[config.mk]
export PLATFORM = sky130hd
export DESIGN_NAME = pipelined_alu
export DESIGN_NICKNAME = d
export VERILOG_FILES = /design/src/rtl/alu_pkg.sv /design/src/rtl/alu_core.sv /design/src/rtl/pipelined_alu.sv
export SDC_FILE = /design/constraint.sdc
export NUM_CORES = 1
export LEC_CHECK = 0
export BUFFER_PORTS_ARGS = -buffer_cell sky130_fd_sc_hd__buf_2
export CORE_ASPECT_RATIO = 1.25
export CORE_UTILIZATION = 25
export CTS_CLUSTER_SIZE = 25
export DETAILED_ROUTE_END_ITERATION = 6
export PLACE_DENSITY = 0.41
export REMOVE_ABC_BUFFERS = 1
export SLEW_MARGIN = 20
export SYNTH_ARGS = -nofsm -noshare
export SYNTH_HDL_FRONTEND = slang
export SYNTH_HIERARCHICAL = 1
export SYNTH_SLANG_ARGS = --single-unit
export TNS_END_PERCENT = 1
[constraint.sdc]
create_clock -name clk -period 2.5 [get_ports clk]
set_input_delay 0.375 -clock clk [delete_from_list [all_inputs] [get_ports clk]]
set_output_delay 0.375 -clock clk [all_outputs]
set_load 0.01 [all_outputs]
[src/rtl/alu_pkg.sv]
// Shared opcode encodings and flag bit positions for the pipelined ALU.
package alu_pkg;

  localparam logic [2:0] OP_ADD = 3'b000;
  localparam logic [2:0] OP_SUB = 3'b001;
  localparam logic [2:0] OP_AND = 3'b010;
  localparam logic [2:0] OP_OR  = 3'b011;
  localparam logic [2:0] OP_XOR = 3'b100;
  localparam logic [2:0] OP_NOT = 3'b101;
  localparam logic [2:0] OP_SHL = 3'b110;
  localparam logic [2:0] OP_SHR = 3'b111;

  localparam int unsigned FLAG_Z = 0;
  localparam int unsigned FLAG_C = 1;
  localparam int unsigned FLAG_V = 2;
  localparam int unsigned FLAG_N = 3;

endpackage

[src/rtl/alu_core.sv]
// Combinational ALU datapath: result and {N,V,C,Z} flags from a, b and opcode.
module alu_core #(
  parameter int WIDTH = 4
) (
  input  logic [WIDTH-1:0] a,
  input  logic [WIDTH-1:0] b,
  input  logic [2:0]       opcode,
  output logic [WIDTH-1:0] result,
  output logic [3:0]       flags
);
  import alu_pkg::*;

  logic [WIDTH:0] sum;
  logic [WIDTH:0] diff;
  logic           c;
  logic           v;

  // Arithmetic at WIDTH+1 bits: the top bit is carry for ADD and borrow for SUB.
  always_comb begin
    sum    = {1'b0, a} + {1'b0, b};
    diff   = {1'b0, a} - {1'b0, b};
    result = '0;
    c      = 1'b0;
    v      = 1'b0;
    case (opcode)
      OP_ADD: begin
        result = sum[WIDTH-1:0];
        c      = sum[WIDTH];
        v      = (a[WIDTH-1] == b[WIDTH-1]) && (sum[WIDTH-1] != a[WIDTH-1]);
      end
      OP_SUB: begin
        result = diff[WIDTH-1:0];
        c      = diff[WIDTH];
        v      = (a[WIDTH-1] != b[WIDTH-1]) && (diff[WIDTH-1] != a[WIDTH-1]);
      end
      OP_AND: result = a & b;
      OP_OR:  result = a | b;
      OP_XOR: result = a ^ b;
      OP_NOT: result = ~a;
      OP_SHL: begin
        result = {a[WIDTH-2:0], 1'b0};
        c      = a[WIDTH-1];
      end
      OP_SHR: begin
        result = {1'b0, a[WIDTH-1:1]};
        c      = a[0];
      end
    endcase
  end

  always_comb begin
    flags         = '0;
    flags[FLAG_Z] = (result == '0);
    flags[FLAG_C] = c;
    flags[FLAG_V] = v;
    flags[FLAG_N] = result[WIDTH-1];
  end

endmodule

[src/rtl/pipelined_alu.sv]
// Two-stage valid/ready ALU pipeline with full backpressure and a consumed-result counter.
module pipelined_alu #(
  parameter int WIDTH = 4,
  parameter int CNT_W = 8
) (
  input  logic             clk,
  input  logic             rst_n,
  input  logic             in_valid,
  output logic             in_ready,
  input  logic [WIDTH-1:0] a,
  input  logic [WIDTH-1:0] b,
  input  logic [2:0]       opcode,
  output logic             out_valid,
  input  logic             out_ready,
  output logic [WIDTH-1:0] result,
  output logic [3:0]       flags,
  output logic [CNT_W-1:0] op_count
);
  import alu_pkg::*;

  logic             s1_v;
  logic [WIDTH-1:0] s1_a;
  logic [WIDTH-1:0] s1_b;
  logic [2:0]       s1_op;
  logic             s2_v;
  logic             s1_adv;
  logic             s2_adv;
  logic [WIDTH-1:0] core_result;
  logic [3:0]       core_flags;

  // Ready ripples back from out_ready only; in_valid never feeds in_ready.
  assign s2_adv    = !s2_v || out_ready;
  assign s1_adv    = !s1_v || s2_adv;
  assign in_ready  = s1_adv;
  assign out_valid = s2_v;

  always_ff @(posedge clk or negedge rst_n) begin
    if (!rst_n) begin
      s1_v  <= 1'b0;
      s1_a  <= '0;
      s1_b  <= '0;
      s1_op <= '0;
    end else if (s1_adv) begin
      s1_v <= in_valid;
      if (in_valid) begin
        s1_a  <= a;
        s1_b  <= b;
        s1_op <= opcode;
      end
    end
  end

  alu_core #(.WIDTH(WIDTH)) u_core (
    .a      (s1_a),
    .b      (s1_b),
    .opcode (s1_op),
    .result (core_result),
    .flags  (core_flags)
  );

  always_ff @(posedge clk or negedge rst_n) begin
    if (!rst_n) begin
      s2_v   <= 1'b0;
      result <= '0;
      flags  <= '0;
    end else if (s2_adv) begin
      s2_v <= s1_v;
      if (s1_v) begin
        result <= core_result;
        flags  <= core_flags;
      end
    end
  end

  always_ff @(posedge clk or negedge rst_n) begin
    if (!rst_n) begin
      op_count <= '0;
    end else if (s2_v && out_ready) begin
      op_count <= op_count + 1'b1;
    end
  end

endmodule

# Word level (Yosys, flattened, before mapping)
# Index checks and enable logic that the tools add are counted.
[word_totals] regBits=29 inputBits=15 wordCells=40
[classes] n_addsub=3 eq_ne=11 mux=3 n_bitwise=4 reduce_logical=11
[ops] op="one-hot mux 4 bit (8 select lines)" n=1
[ops] op="equality test 3 bit, second input constant" n=4
[ops] op="adder 8 x 1 -> 8 bit, second input constant" n=1
[ops] op="equality test 3 x 2 -> 1 bit, second input constant" n=2
[ops] op="adder 4 x 4 -> 5 bit" n=1
[ops] op="subtractor 4 x 4 -> 5 bit" n=1
[ops] op="AND 4 bit" n=1
[ops] op="logical NOT 4 bit" n=1
[ops] op="NOT 4 bit" n=1
[ops] op="OR 4 bit" n=1
[ops] op="one-hot mux 1 bit (4 select lines)" n=1
[ops] op="AND reduction 2 bit" n=2
[ops] op="XOR 4 bit" n=1
[ops] op="equality test 3 x 1 -> 1 bit, second input constant" n=1
[ops] op="logical AND 1 bit" n=3
[ops] op="logical NOT 3 bit" n=1
[ops] op="!= test 1 bit" n=3
[ops] op="logical NOT 1 bit" n=2
[ops] op="logical OR 1 bit" n=2
[ops] op="one-hot mux 1 bit (2 select lines)" n=1
[ops] op="equality test 1 bit" n=1

# Longest topological paths before layout
[depth] depth_word=4 ltp_mapped=10 ltp_nobuf=9

# Modules after synthesis
# Netlist, hierarchy kept.
[modules_own_cells] mod="pipelined_alu" n_inst=1 cells_each=76 area_each_um2=1192.4 seq_area_each_um2=725.7
[modules_own_cells] mod="alu_core" n_inst=1 cells_each=101 area_each_um2=768.2 seq_area_each_um2=0.0

# Least setup slack after synthesis
# OpenSTA, ideal clock, no wires.
[synth_path] kind="reg-to-reg" from="register s1_a[0]" to="register flags[0]" setup_ns=0.125 t_arrival_ns=2.068 t_required_ns=2.375 setup_slack_ns=0.307 stages_incl_launch_ff=10 path_buffers=0 period_less_slack_ns=2.193 path_cell_list="dfrtp_1 inv_1 ha_1 fa_1 xnor2_1 o311ai_0 o21ai_1 a22oi_1 nor4_2 mux2_2"
[synth_via] elab_chain_len=3
[synth_rtl] element="from (decl)" line_no="pipelined_alu.sv:22" text="logic [WIDTH-1:0] s1_a;"
[synth_rtl] element="from (signal assigned)" line_no="pipelined_alu.sv:40" text="s1_a <= '0;"
[synth_rtl] element="from (signal assigned)" line_no="pipelined_alu.sv:46" text="s1_a <= a;"
[synth_rtl] element="subtractor 4 x 4 -> 5 bit or adder 4 x 4 -> 5 bit (tied branches)" line_no="alu_core.sv:21, alu_core.sv:20"
[synth_rtl] element="one-hot mux 4 bit (8 select lines) *" line_no="alu_core.sv:25" text="case (opcode)"
[synth_rtl] element="via core_result[2]" line_no="pipelined_alu.sv:28" text="logic [WIDTH-1:0] core_result;"
[synth_rtl] element="logical NOT 4 bit *" line_no="alu_core.sv:53" text="flags[FLAG_Z] = (result == '0);"
[synth_rtl] element="via core_flags[0]" line_no="pipelined_alu.sv:29" text="logic [3:0] core_flags;"
[synth_rtl] element="to (signal assigned)" line_no="pipelined_alu.sv:70" text="flags <= core_flags;"
[synth_rtl] element="to (decl)" line_no="pipelined_alu.sv:16" text="output logic [3:0] flags,"
# Mark *: on every way through the listed nets, which the timed path passes. The rest lies on a longest branch.
# A chain may end at the register's enable or synchronous reset.

# Worst setup path after layout
[layout_path] from="register s1_b[0]" to="register flags[0]"
[layout_via] elab_chain_len=3
[layout_rtl] element="from (decl)" line_no="pipelined_alu.sv:23" text="logic [WIDTH-1:0] s1_b;"
[layout_rtl] element="from (signal assigned)" line_no="pipelined_alu.sv:41" text="s1_b <= '0;"
[layout_rtl] element="from (signal assigned)" line_no="pipelined_alu.sv:47" text="s1_b <= b;"
[layout_rtl] element="subtractor 4 x 4 -> 5 bit or adder 4 x 4 -> 5 bit (tied branches)" line_no="alu_core.sv:21, alu_core.sv:20"
[layout_rtl] element="one-hot mux 4 bit (8 select lines) *" line_no="alu_core.sv:25"
[layout_rtl] element="via core_result[2]" line_no="pipelined_alu.sv:28"
[layout_rtl] element="logical NOT 4 bit *" line_no="alu_core.sv:53"
[layout_rtl] element="via core_flags[0]" line_no="pipelined_alu.sv:29"
# Marked as above.

==> summary.md <==
| Metric | Value |
|---|---|
| Run status | complete, no violations |
| Final GP Congestion | 0.799 |
| Reg power frac | 0.349 |
| Max-slew violations | 0 |
| DRT Pass-1 Iters | 4 |
| Fmax | 438 MHz |
| Share of cells above drive strength 1 | 0.371 |
| Cell-internal power | 1.37 mW |
| Core Footprint | 0.00749 sq mm |
| Sw Ratio | 0.340 |
| Worst path max stage delay | 0.41 ns |
| DR vias | 1,391 |
| Die W | 81.2 um |
| Worst-Skew Late Latency | 0.28 ns |
| Synthesized area per cell | 11.1 sq um |
| Synth Instances | 177 |
| H-tree levels | 2 |
| Max-cap viol count | 0 |
| Post-Synth Adder-Cell Area | 0.103 |
| Detailed Place HPWL | 3310 um |
| CTS tree | yes |
| P&R area growth vs syn | 18.1% |
| Xor and xnor area share after synthesis | 0.0447 |
| Hold Fails Final Rpt | 0 |
| Crit-path max FO | 4 |
| Die footprint | 0.00820 sq mm |
| Crit-path cells | ha_1 > fa_1 > xnor2_1 > o311ai_0 > o21ai_1 > a22oi_1 > nor4_2 > mux2_2 |
| CTS Buf Count | 5 |
| FF+latch count, synth | 29 |
| Logic pwr share | 0.370 |
| Critical Path RT | 2.67 ns |
| Post-route ant nets | 0 |
| Mapped cell area | 0.00196 sq mm |
| Synth Area in Compound Gates | 0.116 |
| Largest family of logic cells by synthesized area | simple AND/OR/NAND/NOR gates |
| Synth warnings | 6 |
| Clock power frac | 0.281 |
| Dpl ws | 0.191 ns |
| Crit. End Element | register |
| Drt total wl | 4250 um |
| Number of global-route vias before repair | 1,440 |
| Seq/Total Area, Yosys | 0.370 |
| Clk slew on worst S/H paths | 0.07 ns |
| Simple-gate portion of the synthesized area | 0.149 |
| Total Power | 2.07 mW |
| Hold WC Path Type | in -> async |
| Antenna violations before repair | 0 |
| Cell variety after synth | 49 |
| Resized cells post-CTS | 0 |
| CP Class | reg -> reg |
| Boundary Pins | 33 |
| Rows | 35 |
| Slew @ Worst Pin | 0.662 ns |
| Post-synthesis mux area share | 0.139 |
| First-pass GRT wire length | 7040 um |
| Post-CTS setup buffer count | 0 |
| Vias per inst | 4.56 |
| NetSw | 704 uW |
| Final nets | 242 |
| Clk root buf | clkbuf_8 |
| Most frequent cells in the layout | buf_2 (32), dfrtp_1 (29), ha_1 (13), inv_1 (13), nor2_1 (11) |
| Clock tree sinks | 29 |
| TNS Setup | 0 ns |
| RSZ-0062 raised after global routing | no |
| Ys flop type | dfrtp_1 |
| Grt ovf | 0 |
| Commonest non-fill, non-tap cell in the layout | buf_2 |
| Post-synth ARST share | 1.00 |
| Flop2flop setup slack | 0.22 ns |
| Crit path time final | 2.28 ns |
| Startpoint class of the critical path | register |
| Slew HR | 0.559 |
| Die Ht | 101 um |
| IO buf count | 32 |
| Largest net degree at the start of global routing | 30 |
| Number of hold buffers added after cts | 0 |
| Crit path DAT | 2.46 ns |
| Starting density of the core | 0.262 |
| Worst setup margin | 0.217 ns |
| Crit share post-route | 0.913 |
| Iter 0 DRT Violations | 73 |
| Final setup vio count | 0 |
| Layout Skew | 0.00679 ns |
| Post-synth EDFFs | 0 |
| Antenna cells | 0 |
| Critical-path top delay cell | dfrtp_1 |
| Pwr dens | 894 mW/mm^2 |
| WL per Instance | 13.9 um |
| Leakage | 1.12 nW |
| Total track usage | 0.117 |
| Remaining DRCs | 0 |
| Worst-case clock buffer depth | 2 |
| Maximum VDD drop | 0.000418 V |
==> flip-flops by register name, indices dropped and copies added (netlist names) <==
register	cells
s1_b	4
s1_op	3
op_count	8
result	4
flags	4
out_valid	1
s1_v	1
s1_a	4
==> power by group through the flow <==
stage / clock network, mW / registers (mW) / logic [mW]
2_1_floorplan: 0 / 0.783 / 0.449
3_3_place_gp: 0 / 0.733 / 0.785
3_5_place_dp: 0 / 0.733 / 0.780
4_1_cts: 0.600 / 0.728 / 0.780
5_1_grt: 0.627 / 0.744 / 0.857
6_report: 0.581 / 0.723 / 0.765
==> stage by stage <==
step                      cells  cell area (sq um)   util  hold WS (ns)
final                       305               2310  0.309         0.118
after global routing        305               2310  0.309         0.175
after CTS                   305               2310  0.309         0.144
after detailed placement    297               2180  0.291         0.454
after global placement      297               2180  0.291         0.455
after floorplan             167               1860      -        0.0794
==> worst max-delay path, delay by kind of cell (launching register included) <==
| family | cells | cell delay, ns |
|---|---|---|
| XOR/XNOR | 1 | 0.14 |
| adder cells (fa/ha/maj) | 2 | 0.65 |
| multiplexers | 1 | 0.26 |
| AO/OA/AOI/OAI | 3 | 0.65 |
| AND/OR/NAND/NOR | 1 | 0.06 |
| flip-flops | 1 | 0.41 |
==> cell usage after synthesis (all sizes together) (3+ instances only) <==
cell,n,area share
dfrtp,29,0.37
mux2,20,0.13
inv,14,0.027
ha,13,0.083
nand2,12,0.029
nor2,12,0.027
buf,10,0.051
nand3,6,0.015
xor2,6,0.027
a21oi,5,0.013
nand2b,5,0.016
o21ai,5,0.013
nor3,4,0.019
xnor2,4,0.018
a22oi,3,0.014
o31ai,3,0.011
==> routing by layer <==
metal	track usage	wire length, um	vias to the layer above
met5	0	0	-
met4	0.0604	125	0
met3	0.0262	143	11
met2	0.202	2130	31
met1	0.133	1850	666
li1	-	-	683
==> worst paths after layout <==
check / depth (start not counted) / to / from
min reg2reg: 1 / op_count[7] / op_count[7]
max reg2reg: 8 / flags[0] / s1_b[0]
max in group asynchronous: 1 / s1_a[0] / rst_n
min in group clk: 2 / s1_op[0] / opcode[0]
max: 8 / flags[0] / s1_b[0]
min: 1 / s1_v / rst_n
==> final cells by class <==
class                           count  area, sq um
Sequential cell                    29          726
Inverter                           14         52.6
Tap cell                           92          115
Clock inverter                      3         65.1
Clock buffer                        5         68.8
Multi-Input combinational cell    124         1080
Timing Repair Buffer               38          205
Fill cell                         770         5170
==> cells by family after synthesis <==
kind of cell / after synthesis
and+or+nand+nor: 48
AOI/OAI and AO/OA: 30
adders and majority gates: 15
DFF: 29
xor gates and xnor gates: 10
buffers and inverters: 24
muxes: 21
Note: power is estimated with default switching activity, not from simulation.
